File: src/rtl/mux2_1_arbiter.sv
// mux2_1_arbiter: shares the select of a 2:1 single-bit mux between two
// requesters using round-robin arbitration with a bounded hold time.
//
// Ports:
//   sys_clk, sys_rst_n : clock (rising edge), async active-low reset
//   req_1, req_2       : level-sensitive requests
//   in_1, in_2         : requester data
//   gnt_1, gnt_2       : current owner of the mux (mutually exclusive)
//   sel                : registered select, 1 routes in_1, 0 routes in_2
//   out, out_valid     : registered mux result and its valid flag
//
// Build option: define MUX2_1_ARB_FIXED_PRIO_EN to favour requester 1
// (ties go to 1 and requester 1 is never force-rotated).
module mux2_1_arbiter #(
    parameter int MAX_HOLD = 8
) (
    input  logic sys_clk,
    input  logic sys_rst_n,
    input  logic req_1,
    input  logic req_2,
    input  logic in_1,
    input  logic in_2,
    output logic gnt_1,
    output logic gnt_2,
    output logic sel,
    output logic out,
    output logic out_valid
);

    localparam int CW = (MAX_HOLD > 1) ? $clog2(MAX_HOLD) : 1;
    localparam logic [CW-1:0] HOLD_LAST = CW'(MAX_HOLD - 1);

    localparam logic [1:0] IDLE  = 2'd0;
    localparam logic [1:0] GNT_1 = 2'd1;
    localparam logic [1:0] GNT_2 = 2'd2;

    localparam logic LAST_1 = 1'b0;
    localparam logic LAST_2 = 1'b1;

    logic [1:0]    state_q, state_d;
    logic          last_q, last_d;
    logic [CW-1:0] cnt_q, cnt_d;
    logic          sel_q, sel_d;
    logic          out_q, valid_q;

    logic at_limit;
    logic rot_1;
    logic rot_2;
    logic tie_to_1;

    assign at_limit = (cnt_q == HOLD_LAST);
    assign rot_2    = at_limit;

`ifdef MUX2_1_ARB_FIXED_PRIO_EN
    assign rot_1    = 1'b0;
    assign tie_to_1 = 1'b1;
`else
    assign rot_1    = at_limit;
    assign tie_to_1 = (last_q == LAST_2);
`endif

    always_comb begin
        state_d = state_q;
        unique case (state_q)
            IDLE: begin
                if (req_1 && (!req_2 || tie_to_1))
                    state_d = GNT_1;
                else if (req_2)
                    state_d = GNT_2;
            end
            GNT_1: begin
                // Handover goes straight to the other grant, no idle bubble.
                if (!req_1)
                    state_d = req_2 ? GNT_2 : IDLE;
                else if (req_2 && rot_1)
                    state_d = GNT_2;
            end
            GNT_2: begin
                if (!req_2)
                    state_d = req_1 ? GNT_1 : IDLE;
                else if (req_1 && rot_2)
                    state_d = GNT_1;
            end
            default: state_d = IDLE;
        endcase
    end

    always_comb begin
        cnt_d  = cnt_q;
        last_d = last_q;
        sel_d  = sel_q;
        // Counter restarts on every state change and saturates otherwise.
        if (state_d != state_q)
            cnt_d = '0;
        else if (state_q != IDLE && !at_limit)
            cnt_d = cnt_q + CW'(1);
        if (state_d == GNT_1) begin
            last_d = LAST_1;
            sel_d  = 1'b1;
        end else if (state_d == GNT_2) begin
            last_d = LAST_2;
            sel_d  = 1'b0;
        end
    end

    always_ff @(posedge sys_clk or negedge sys_rst_n) begin
        if (!sys_rst_n) begin
            state_q <= IDLE;
            last_q  <= LAST_2;
            cnt_q   <= '0;
            sel_q   <= 1'b1;
            out_q   <= 1'b0;
            valid_q <= 1'b0;
        end else begin
            state_q <= state_d;
            last_q  <= last_d;
            cnt_q   <= cnt_d;
            sel_q   <= sel_d;
            out_q   <= sel_q ? in_1 : in_2;
            valid_q <= (state_q == GNT_1) || (state_q == GNT_2);
        end
    end

    assign gnt_1     = (state_q == GNT_1);
    assign gnt_2     = (state_q == GNT_2);
    assign sel       = sel_q;
    assign out       = out_q;
    assign out_valid = valid_q;

endmodule

File: config.mk
export PLATFORM = sky130hd
export DESIGN_NAME = mux2_1_arbiter
export DESIGN_NICKNAME = d
export VERILOG_FILES = /design/src/rtl/mux2_1_arbiter.sv
export SDC_FILE = /design/constraint.sdc
export NUM_CORES = 1
export LEC_CHECK = 0
export CORE_MARGIN = 5
export CORE_UTILIZATION = 42
export CTS_BUF_LIST = sky130_fd_sc_hd__clkbuf_16
export DETAILED_ROUTE_END_ITERATION = 8
export PLACE_DENSITY = 0.7
export SYNTH_ARGS = -nofsm -noshare
export SYNTH_HDL_FRONTEND = slang
export SYNTH_SLANG_ARGS = --single-unit
File: constraint.sdc
create_clock -name sys_clk -period 3.2 [get_ports sys_clk]
set_clock_uncertainty 0.05 [all_clocks]
set_input_delay 0.48 -clock sys_clk [delete_from_list [all_inputs] [get_ports sys_clk]]
set_output_delay 0.48 -clock sys_clk [all_outputs]
set_load 0.05 [all_outputs]
Yosys cells after proc, flatten, opt, wreduce, memory -nomap -nowiden
Index checks and enable logic that the tools add are counted.
{ "totals": {"ff_bits": 9, "input_bits": 6, "output_inout_bits": 5, "elab_cells": 41} }
{ "classes": {"addsub": 1, "n_eq_ne": 6, "n_mux": 16, "reduce_logical": 12} }
{ "op_table": {"columns": ["cell", "n"], "rows": [
  ["two-way mux 2 bit", 7],
  ["two-way mux 1 bit", 6],
  ["two-way mux 3 bit", 2],
  ["one-hot mux 2 bit (3 select lines)", 1],
  ["nonzero test 2 bit", 3],
  ["== test 2 x 1 -> 1 bit, second input constant", 2],
  ["== test 2 bit, second input constant", 2],
  ["logical AND 1 bit", 4],
  ["adder 3 x 1 -> 3 bit, second input constant", 1],
  ["== test 3 bit, second input constant", 1],
  ["logical NOT 1 bit", 2],
  ["logical NOT 2 bit", 1],
  ["logical OR 1 bit", 2],
  ["inequality test 2 bit", 1]
]} }

Depth between registers and ports, before layout
{ "logic_depth": {"ltp_word": 8, "ltp_mapped": 7, "ltp_nobuf": 7} }

Least setup slack after synthesis
OpenSTA, ideal clock, no wires.
{ "synth_path": {"path_kind": "reg-to-reg", "startpoint": "register state_q[0]", "endpoint": "register sel_q (netlist: sel)", "setup_time_ps": 82, "arrival_ps": 2297, "required_ps": 3068, "path_slack_ps": 771, "path_stages_with_launch": 8, "path_buffers": 0, "synth_period_minus_slack_ps": 2429, "cell_sequence": "dfrtp_1 -> inv_1 -> ha_1 -> nand2_1 -> a311o_1 -> a21oi_1 -> ha_1 -> mux2_2"} }
{ "synth_via": {"word_cells_on_any_way": 14, "classes_between": "eq/ne (4); mux (8); reduce/logical (2)"} }
{ "synth_rtl": {"columns": ["element", "line", "rtl"], "rows": [
  ["start: declaration", "40", "logic [1:0] state_q, state_d;"],
  ["start signal: assignment", "115", "state_q <= state_d;"],
  ["== test 2 bit (*)", null, null],
  ["net gnt_2", "24", "output logic gnt_2,"],
  ["one-hot mux 2 bit (3 select lines) (*)", "64", "unique case (state_q)"],
  ["net state_d[0]", "40", null],
  ["== test 2 x 1 -> 1 bit or == test 2 bit (tied branches)", "97, 100", null],
  ["two-way mux 1 bit or nonzero test 2 bit (tied branches)", null, null],
  ["end signal: assignment", "118", "sel_q <= sel_d;"],
  ["end: declaration", "43", "logic sel_q, sel_d;"]
]} }
The timed path passes the listed nets; every way through them passes the cells marked *.
A chain may end at the register's enable or synchronous reset.

Final worst setup path
{ "layout_path": {"startpoint": "register state_q[0]", "endpoint": "output port gnt_2"} }
{ "layout_via": {"elab_chain_len": 1} }
{ "layout_rtl": {"columns": ["element", "line", "rtl"], "rows": [
  ["== test 2 bit", "125", "assign gnt_2 = (state_q == GNT_2);"],
  ["end: declaration", "24", null]
]} }
Every way passes these cells.

==> key figures <==
Drt
  • Drt pass-1 iters: 4
  • DR WL/cell: 14.9 um
  • Via/cell ratio: 5.82
  • Total length of routed wires: 1270 um
  • Post-route ant nets: 0
  • # DRC: 0
  • Iteration-0 DRC count of the detailed router: 6
  • Total number of vias: ~500

Synth
  • Mapped Area: 601 um2
  • Post-Synthesis Cells: 57
  • Post-synth EDFFs: 0
  • Top FF cell, synth: dfrtp_1
  • Register area share after synthesis: 0.379
  • Mapped Nets: 70
  • #FFs+latches synth: 9
  • Yosys warnings: 0
  • Syn avg cell area: roughly 11 um2
  • Async S/R FF share, synth: 1.00
  • Distinct cell type count after synthesis: 29

Final layout
  • Layout cells sized above 1: 0.129
  • Nets@finish: 84
  • Leading cell type in the layout, fill and taps excluded: clkdlybuf4s50_1
  • # diodes: 0
  • Flip-flop and latch area: 228 um2
  • Most frequent cells in the layout: clkdlybuf4s50_1, ha_1, dfrtp_1
  • Filler instances: 110
  • Cell area after layout: between 700 and 800 um2
  • Multi-input gate area: 347 um2
  • Area added between synthesis and finish: 31.7%

Floorplan
  • Initial Util: 0.450
  • Io pins: 11
  • Die boundary height: 47.8 um
  • Full die area: 2290 um2
  • Core Box Area: 1330 um2
  • Die X-Extent: 47.8 um
  • Row cnt: 13

Job
  • Max-cap viol count: 0

GRT
  • Tot GR Track Use: 0.144
  • Vias in the first global route: about 520
  • GR Overflow Total: 0
  • Initial antenna violation count: 0
  • First-pass GRT wire length: 2190 um
  • Largest net degree at the start of global routing: 11

Place
  • Placed cell areas: 712 um2
  • Sum of net half-perimeters after detailed placement: a little under 1000 um
  • Worst slack, placed: 0.641 ns
  • GPL Wtd Cong: between 0.7 and 0.8
  • IO buf count: 10

STA
  • Worst setup margin: ~0.67 ns
  • Max_slew headroom: 0.659
  • Hold Fails Final Rpt: 0
  • RSZ-0062 raised after global routing: false
  • Final Cycle Share: 0.790
  • Post-route setup TNS: 0 ns
  • Final setup fails: 0
  • Actual slew at the worst max-slew pin: 0.510 ns
  • F_max: 0.395 GHz
  • Final worst path period need: 2.53 ns
  • Max Slew Vio Count: 0

CTS
  • Clock Latency Late Sink: 0.23 ns
  • Num CTS Buffers: 3
  • CTS Hold Bufs: 0
  • Htree depth: 1
  • Root Driver: clkbuf_16
  • Post-CTS Resized: 0
  • Max Buffers Root-to-Sink: 2
  • Sink Count: 9
  • Setup bufs post-CTS: 0
  • Clock Pin Slew Worst Setup and Hold Paths: 0.04 ns
  • CTS tree: yes

Worst setup path
  • Critical path type: flip-flop to output pin
  • Type of origin of the critical path: flip-flop
  • WP data arrival: approximately 2 ns
  • Crit. End Element: output pin
  • Critical Path RT: between 2 and 3 ns
  • Crit Path Max Fanout: 8

Power
  • Power per standard cell area: 1090 nW/um2
  • Leak Pwr: ~0.36 nW
  • Peak supply drop: 0.000659 V

Min path
  • Hold WC Path Type: flip-flop to flip-flop

Run status
  • Status: finished clean
[registers in the layout, indices dropped and copies added (netlist names)]
name and cells:
out_valid 1, sel 1, cnt_q 3, last_q 1, out 1, state_q 2
[critical path, cell delays in order (launching register included)]
cell	delay, ns
dfrtp_1	0.46
inv_1	0.16
ha_1	0.30
clkdlybuf4s50_1	0.85
[area by class of cell]
type | instances | area share
Multi-Input combinational cell | 42 | 0.438
Sequential cell | 9 | 0.288
Timing Repair Buffer | 10 | 0.127
Clock buffer | 3 | 0.0949
Inverter | 5 | 0.0237
Tap cell | 15 | 0.0237
Clock inverter | 1 | 0.00475
[report_power, final]
| group | switching, W | internal, W | leakage, nW |
|---|---|---|---|
| combinational | 0.000259 | 0.000187 | 0.206 |
| sequential | 0.0000408 | 0.000165 | 0.111 |
| clock | 0.0000480 | 0.000163 | 0.0423 |
| total | 0.000348 | 0.000515 | 0.359 |
[final timing paths]
check	endpoint	slack, ns	startpoint	cells after the start
worst max-delay path	gnt_2	0.67	state_q[0]	3
worst min-delay path	last_q	0.48	last_q	2
worst max register to register	sel	0.87	state_q[0]	7
worst min register to register	last_q	0.48	last_q	2
max in group asynchronous	last_q	2.30	sys_rst_n	1
min in group asynchronous	cnt_q[2]	0.49	sys_rst_n	1
[cell usage after synthesis (2+ instances only)]
cell type / count / share of area
dfrtp_1: 7 / 0.29
nand3b_1: 2 / 0.025
nor3_1: 3 / 0.025
inv_1: 5 / 0.031
nand2_1: 2 / 0.013
mux2i_1: 3 / 0.050
a211oi_1: 2 / 0.025
a311o_1: 2 / 0.033
dfstp_2: 2 / 0.087
nand3_1: 2 / 0.017
a21oi_1: 2 / 0.017
mux2_2: 2 / 0.037
ha_1: 7 / 0.15
[per-stage QoR]
stage / power, W / util / hold WS (ns) / cells
global placement: 0.000632 / 0.534 / 0.447 / 81
global route: 0.000926 / 0.593 / 0.498 / 85
CTS: 0.000873 / 0.593 / 0.485 / 85
floorplan: 0.000533 / - / 0.134 / 57
finish: 0.000862 / 0.593 / 0.475 / 85
detailed placement: 0.000649 / 0.534 / 0.471 / 81
[routing by layer]
layer  vias up  wire, um  global-route usage  part of all wire
met4         0        23              0.0968             0.018
li1        240         -                   -                 -
met2        16       652               0.243              0.52
met5         -         0                   0                 0
met3         4        75              0.0451             0.059
met1       235       513               0.152              0.41
[kinds of logic after synthesis]
| kind of cell | after synthesis | share of synthesized area |
|---|---|---|
| AO/OA/AOI/OAI | 15 | 0.196 |
| adder cells (fa/ha/maj) | 7 | 0.146 |
| multiplexers | 5 | 0.0875 |
| buffers and inverters | 6 | 0.0438 |
| AND/OR/NAND/NOR | 14 | 0.133 |
| flip-flops | 9 | 0.379 |
| XOR/XNOR | 1 | 0.0146 |
Note: power is estimated with default switching activity, not from simulation.
